## src/rtl/hazard_pkg.sv

```systemverilog
// hazard_pkg: types and constants shared by the pipeline hazard controller,
// its optional performance counters and the pipeline registers.
//   state_e    : controller state (RUN, MC_BUSY)
//   REG_ADDR_W : default register index width
//   X0         : index of the hard-wired zero register
//   NOP_INSN   : instruction word loaded into a stage register on flush/bubble
package hazard_pkg;

    typedef enum logic [0:0] {
        RUN     = 1'b0,
        MC_BUSY = 1'b1
    } state_e;

    localparam int          REG_ADDR_W = 5;
    localparam logic [4:0]  X0         = 5'd0;
    localparam logic [31:0] NOP_INSN   = 32'h0000_0013;  // addi x0, x0, 0

endpackage

```

## src/rtl/hazard_perf_counters.sv

```systemverilog
// hazard_perf_counters: three saturating event counters for the hazard
// controller. Only instantiated when HAZARD_PERF_CNT_EN is defined.
// Ports:
//   clk, rst_n          clock, asynchronous active-low reset (clears counts)
//   stall_i             a load-use stall was acted on this cycle
//   flush_i             IF/ID was flushed this cycle
//   mc_i                controller is in MC_BUSY this cycle
//   perf_stall_cycles   count of stall_i cycles
//   perf_flushes        count of flush_i cycles
//   perf_mc_cycles      count of mc_i cycles
module hazard_perf_counters #(
    parameter int CNT_W = 32
) (
    input  logic             clk,
    input  logic             rst_n,
    input  logic             stall_i,
    input  logic             flush_i,
    input  logic             mc_i,
    output logic [CNT_W-1:0] perf_stall_cycles,
    output logic [CNT_W-1:0] perf_flushes,
    output logic [CNT_W-1:0] perf_mc_cycles
);

    logic [CNT_W-1:0] stall_q, flush_q, mc_q;

    // Each counter sticks at all-ones instead of wrapping back to zero.
    always_ff @(posedge clk or negedge rst_n) begin
        if (!rst_n) begin
            stall_q <= '0;
            flush_q <= '0;
            mc_q    <= '0;
        end else begin
            if (stall_i && (stall_q != '1)) stall_q <= stall_q + 1'b1;
            if (flush_i && (flush_q != '1)) flush_q <= flush_q + 1'b1;
            if (mc_i    && (mc_q    != '1)) mc_q    <= mc_q    + 1'b1;
        end
    end

    assign perf_stall_cycles = stall_q;
    assign perf_flushes      = flush_q;
    assign perf_mc_cycles    = mc_q;

endmodule

```

## src/rtl/pipeline_hazard_controller.sv

```systemverilog
// pipeline_hazard_controller: stall/flush sequencing for a 5-stage pipeline.
//   - one-bubble stall on a load-use hazard forwarding cannot cover
//   - flush of the wrong-path instruction on a taken branch
//   - pipeline freeze while the multi-cycle EX unit runs, with a watchdog
// Optional feature macro: HAZARD_PERF_CNT_EN (adds saturating perf counters;
// when undefined the perf_* ports are tied to 0).
// Ports:
//   clk, rst_n                    clock, asynchronous active-low reset
//   id_rs1/id_rs2, id_uses_rs*    source operands of the ID instruction
//   id_ex_rd, id_ex_memRead       destination / load flag of the EX instruction
//   ex_is_mc, mc_done             multi-cycle unit request and completion pulse
//   ex_branch_taken               EX resolved a taken branch/jump
//   pc_write, if_id_write         front-end load enables
//   if_id_flush, id_ex_bubble     NOP insertion into IF/ID, ID/EX
//   id_ex_write, ex_mem_bubble    ID/EX load enable, NOP insertion into EX/MEM
//   mc_start                      start pulse to the multi-cycle unit
//   mc_timeout                    sticky watchdog error flag
//   busy                          controller is in MC_BUSY
//   perf_*                        performance counters
module pipeline_hazard_controller #(
    parameter int REG_ADDR_W = 5,
    parameter int MC_TIMEOUT = 64,
    parameter int CNT_W      = 32
) (
    input  logic                  clk,
    input  logic                  rst_n,
    input  logic [REG_ADDR_W-1:0] id_rs1,
    input  logic [REG_ADDR_W-1:0] id_rs2,
    input  logic                  id_uses_rs1,
    input  logic                  id_uses_rs2,
    input  logic [REG_ADDR_W-1:0] id_ex_rd,
    input  logic                  id_ex_memRead,
    input  logic                  ex_is_mc,
    input  logic                  ex_branch_taken,
    input  logic                  mc_done,
    output logic                  pc_write,
    output logic                  if_id_write,
    output logic                  if_id_flush,
    output logic                  id_ex_write,
    output logic                  id_ex_bubble,
    output logic                  ex_mem_bubble,
    output logic                  mc_start,
    output logic                  mc_timeout,
    output logic                  busy,
    output logic [CNT_W-1:0]      perf_stall_cycles,
    output logic [CNT_W-1:0]      perf_flushes,
    output logic [CNT_W-1:0]      perf_mc_cycles
);

    import hazard_pkg::*;

    // Watchdog counts 0..MC_TIMEOUT-1; MC_TIMEOUT never exceeds 255.
    localparam logic [7:0] WD_LAST = 8'(MC_TIMEOUT - 1);

    state_e     state_q, state_d;
    logic [7:0] wd_q, wd_d;
    logic       timeout_q, timeout_d;
    logic       load_use;

    // A load into x0 is discarded, so it can never create a dependency.
    assign load_use = id_ex_memRead && (id_ex_rd != REG_ADDR_W'(X0)) &&
                      ((id_uses_rs1 && (id_rs1 == id_ex_rd)) ||
                       (id_uses_rs2 && (id_rs2 == id_ex_rd)));

    // NOTE: sequential state uses non-blocking assignments so every register
    // samples the pre-edge value of every other register.
    always_ff @(posedge clk or negedge rst_n) begin
        if (!rst_n) begin
            state_q   <= RUN;
            wd_q      <= '0;
            timeout_q <= 1'b0;
        end else begin
            state_q   <= state_d;
            wd_q      <= wd_d;
            timeout_q <= timeout_d;
        end
    end

    always_comb begin
        // NOTE: every output and next-state variable gets a default first so
        // no path through the case leaves one unassigned (no latches).
        pc_write      = 1'b1;
        if_id_write   = 1'b1;
        if_id_flush   = 1'b0;
        id_ex_write   = 1'b1;
        id_ex_bubble  = 1'b0;
        ex_mem_bubble = 1'b0;
        mc_start      = 1'b0;
        state_d       = state_q;
        wd_d          = wd_q;
        timeout_d     = timeout_q;

        unique case (state_q)
            RUN: begin
                if (ex_is_mc) begin
                    // Freeze everything upstream of EX and launch the unit.
                    mc_start      = 1'b1;
                    pc_write      = 1'b0;
                    if_id_write   = 1'b0;
                    id_ex_write   = 1'b0;
                    ex_mem_bubble = 1'b1;
                    wd_d          = '0;
                    state_d       = MC_BUSY;
                end else if (ex_branch_taken) begin
                    // The ID instruction is wrong-path, so its hazard is moot.
                    if_id_flush  = 1'b1;
                    id_ex_bubble = 1'b1;
                end else if (load_use) begin
                    // One bubble: next cycle the load is in MEM and forwards.
                    pc_write     = 1'b0;
                    if_id_write  = 1'b0;
                    id_ex_bubble = 1'b1;
                end
            end
            MC_BUSY: begin
                pc_write      = 1'b0;
                if_id_write   = 1'b0;
                id_ex_write   = 1'b0;
                ex_mem_bubble = 1'b1;
                wd_d          = wd_q + 8'd1;
                if (mc_done) begin
                    ex_mem_bubble = 1'b0;
                    state_d       = RUN;
                end else if (wd_q == WD_LAST) begin
                    // Abort: let whatever EX holds through and flag the error.
                    ex_mem_bubble = 1'b0;
                    timeout_d     = 1'b1;
                    state_d       = RUN;
                end
            end
            default: state_d = RUN;
        endcase
    end

    assign busy       = (state_q == MC_BUSY);
    assign mc_timeout = timeout_q;

`ifdef HAZARD_PERF_CNT_EN
    logic stall_act;

    assign stall_act = (state_q == RUN) && !ex_is_mc && !ex_branch_taken && load_use;

    hazard_perf_counters #(
        .CNT_W (CNT_W)
    ) u_perf (
        .clk               (clk),
        .rst_n             (rst_n),
        .stall_i           (stall_act),
        .flush_i           (if_id_flush),
        .mc_i              (busy),
        .perf_stall_cycles (perf_stall_cycles),
        .perf_flushes      (perf_flushes),
        .perf_mc_cycles    (perf_mc_cycles)
    );
`else
    assign perf_stall_cycles = '0;
    assign perf_flushes      = '0;
    assign perf_mc_cycles    = '0;
`endif

endmodule

```

## config.mk

```make
export PLATFORM = sky130hd
export DESIGN_NAME = pipeline_hazard_controller
export DESIGN_NICKNAME = d
export VERILOG_FILES = /design/src/rtl/hazard_pkg.sv /design/src/rtl/hazard_perf_counters.sv /design/src/rtl/pipeline_hazard_controller.sv
export SDC_FILE = /design/constraint.sdc
export NUM_CORES = 1
export LEC_CHECK = 0
export ABC_AREA = 0
export BUFFER_PORTS_ARGS = -buffer_cell sky130_fd_sc_hd__buf_2
export CORE_UTILIZATION = 34
export DETAILED_ROUTE_END_ITERATION = 10
export GPL_TIMING_DRIVEN = 0
export PLACE_DENSITY_LB_ADDON = 0.08
export SLEW_MARGIN = 25
export SYNTH_ARGS = -nofsm -noshare
export SYNTH_HDL_FRONTEND = slang
export SYNTH_SLANG_ARGS = --single-unit
```

## constraint.sdc

```tcl
create_clock -name clk -period 1.15 [get_ports clk]
set_input_delay 0 -clock clk [delete_from_list [all_inputs] [get_ports clk]]
set_output_delay 0 -clock clk [all_outputs]
set_load 0.05 [all_outputs]
```

==> qor.yml <==
run_status:
  status: "complete, but fails checks"
  violations: "setup timing"
logic_synthesis:
  synth_common_cells: "buf_4, dfrtp_1, xor2_1"
  ys_warn_count: 0
  netlist_area_um2: 1370
  synth-main-ff-cell: "dfrtp_1"
  netlist.area_leader.share: 0.531
  avgSynthCellArea_um2: 8.26
  synthCells: 166
  yosys.area.top_type: "buf_4"
  async_flop_share: 1.00
  synth_cell_types: 28
  synth_most_common_cell: "buf_4"
  ys_seq_area_frac: 0.182
  synth_edf_count: 0
  ys_seq_elements: 10
  synthTopCellsByArea: "buf_4, dfrtp_1, xor2_1"
placed_design:
  dp_hpwl_um: 2310
  portBuffers: 31
  post-place-cells: 340
  gp_congestion: 0.692
routing:
  wire_per_inst_um: 8.10
  drtIter0Drc: 21
  wl_met1_um: 942
  wl_met2_um: 1650
  wl_met3_um: 318
  drt_wl_total_um: 2920
  drc: 0
  top_layer_used: "met4"
  vias_per_cell: 3.32
  drtPass1Iterations: 3
  vias: 1199
  postRouteAntennaNets: 0
cells_and_area:
  multi_input_area_um2: 853
  nets: 338
  ff_latch_area_um2: 251
  fillCellCount: 349
  syn_to_final_growth_pct: 73.2
  layout-drive-gt1-share: 0.537
  instances_no_fill: 361
  n_antenna_cell: 0
power:
  p_per_area_nw_per_um2: 1050
  clock_power_share: 0.153
  p_int_mw: 1.23
  p_switching_mw: 1.27
  power_frac_seq: 0.187
  switching_share: 0.509
  p_leak_nw: 1.44
  combPwrFrac: 0.660
  ir_worst_vdd_uv: 399
cts:
  root_buffer: "clkbuf_8"
  clockBufferDepth: 2
  cts_tree: "built"
  worstSkewPairLatency_ns: 0.24
  cts_buffers: 3
  cts-htree-levels: 1
  clock-sinks: 10
  clk_pin_slew_ns: 0.05
worst_setup_path:
  crit_arrival_ns: 1.41
  worstReg2RegEnd: "wd_q[7]"
  cp_max_fo: 2
  cp-start-kind: "primary input"
  cp.required_ns: 1.15
  criticalPathCategory: "primary input to output port"
  rr_worst_depth: 6
  crit_start: "id_rs2[2]"
  worstSetupEndpoint: "pc_write"
  r2r_start: "busy"
  end_kind: "output port"
  regToRegSetupSlack_ns: -0.06
die:
  core_um2: 3770
  rows: 22
  ios: 128
  start_util: 0.364
  die_y_um: 65.5
  die_x_um: 65.5
  die_area_um2: 4290
grt:
  overflow: 0
  grt_first_pass_wirelength_um: 4130
  antenna_found_initial: 0
  grt_pass1_vias: 938
  grtUsageTotal: 0.124
  grt_start_max_net_pins: 11
timing:
  drv_slew: 0
  rsz0062_at_grt: "true"
  setup_viol: 8
  clock.fmax_mhz: 709
  fin_tns_setup_ns: -1.05
  final_hold_viol_count: 0
  fin_ws_ns: -0.260
  skew_ns: 0.000723
  min_period_over_period: 1.23
  post-route-min-period_ns: 1.41
min_path:
  hp-start: "mc_done"
  hold_depth: 3
  hold_class: "primary input to flop"
job:
  maxCapViolCount: 0
-- sequential cells by signal, indices dropped and copies added (netlist names) --
signal and flops:
mc_timeout 1, busy 1, wd_q 8
-- stage by stage --
step	cell area, um2	utilization	hold WS [ns]	setup WS [ns]	total power [mW]
floorplan	1810	-	-0.296	-0.356	1.73
global placement	2020	0.536	-0.126	-0.337	1.85
CTS	2280	0.605	0.111	-0.286	2.42
global route	2370	0.630	0.161	-0.306	2.62
finish	2370	0.630	0.135	-0.260	2.50
detailed placement	2020	0.536	-0.129	-0.346	1.86
-- area by class of cell --
| cell class | count | share of cell area |
|---|---|---|
| plain buffers | 98 | 0.315 |
| clock buffers | 4 | 0.0190 |
| inverters | 4 | 0.00790 |
| multi-input cells | 149 | 0.359 |
| flip-flops and latches | 10 | 0.106 |
| well taps | 48 | 0.0253 |
| repair buffers | 48 | 0.168 |
-- placed cells by master (no fill, tap or decap), drive strengths merged, types with 2 or more instances in the layout --
master / synthesis / final
mux2i: 4 / 4
nor4: 2 / 2
xnor2: 2 / 2
nand4: 3 / 3
xor2: 8 / 8
inv: 4 / 3
conb: 1 / 96
clkbuf: 0 / 4
o21ai: 7 / 7
dfrtp: 10 / 10
buf: 98 / 145
nand3: 6 / 6
o41ai: 2 / 2
nand2b: 4 / 4
nand2: 5 / 5
-- cells by family (layout without fill, tap and decap cells) --
logic type,Yosys count,in the layout,share of synthesized area
xor+xnor,10,10,0.0639
compound gates,12,12,0.0602
flops,10,10,0.182
buf+inv,102,154,0.546
simple gates,26,26,0.107
other cells,1,96,0.00273
fa+ha+maj,1,1,0.00912
mux,4,4,0.0292
-- routing by layer --
metal / vias up / GRT usage
met4: 0 / 0.0245
met5: - / 0
li1: 642 / -
met2: 67 / 0.242
met1: 488 / 0.126
met3: 2 / 0.0399
-- timing repair --
| action | in CTS | in global routing |
|---|---|---|
| pin swaps | 10 | 10 |
| hold buffers | 1 | 0 |
| resized for setup | 29 | 24 |
| buffers inserted | 12 | 5 |
| endpoints found under the setup margin | 8 | 15 |
| endpoints found under the hold margin | 10 | 0 |
-- worst max-delay path: stages --
cell and delay, ns:
buf_6 0.09, xor2_1 0.15, nor4_2 0.33, a32oi_2 0.18
o31a_4 0.39, buf_8 0.12, buf_8 0.14
-- power groups by stage --
stage | Sequential [mW] | Combinational, mW | Clock (mW)
2_1_floorplan | 0.486 | 1.24 | 0
3_3_place_gp | 0.482 | 1.37 | 0
3_5_place_dp | 0.482 | 1.37 | 0
4_1_cts | 0.463 | 1.57 | 0.387
5_1_grt | 0.476 | 1.73 | 0.411
6_report | 0.468 | 1.65 | 0.382
-- how the worst min path moves through the flow --
stage	endpoint	slack, ns
final	mc_timeout	0.13
after global routing	busy	0.16
after CTS	wd_q[1]	0.11
after detailed placement	wd_q[7]	-0.13
after global placement	wd_q[7]	-0.13
after floorplan	busy	-0.30
No activity file was read; power rests on OpenSTA's default activity.
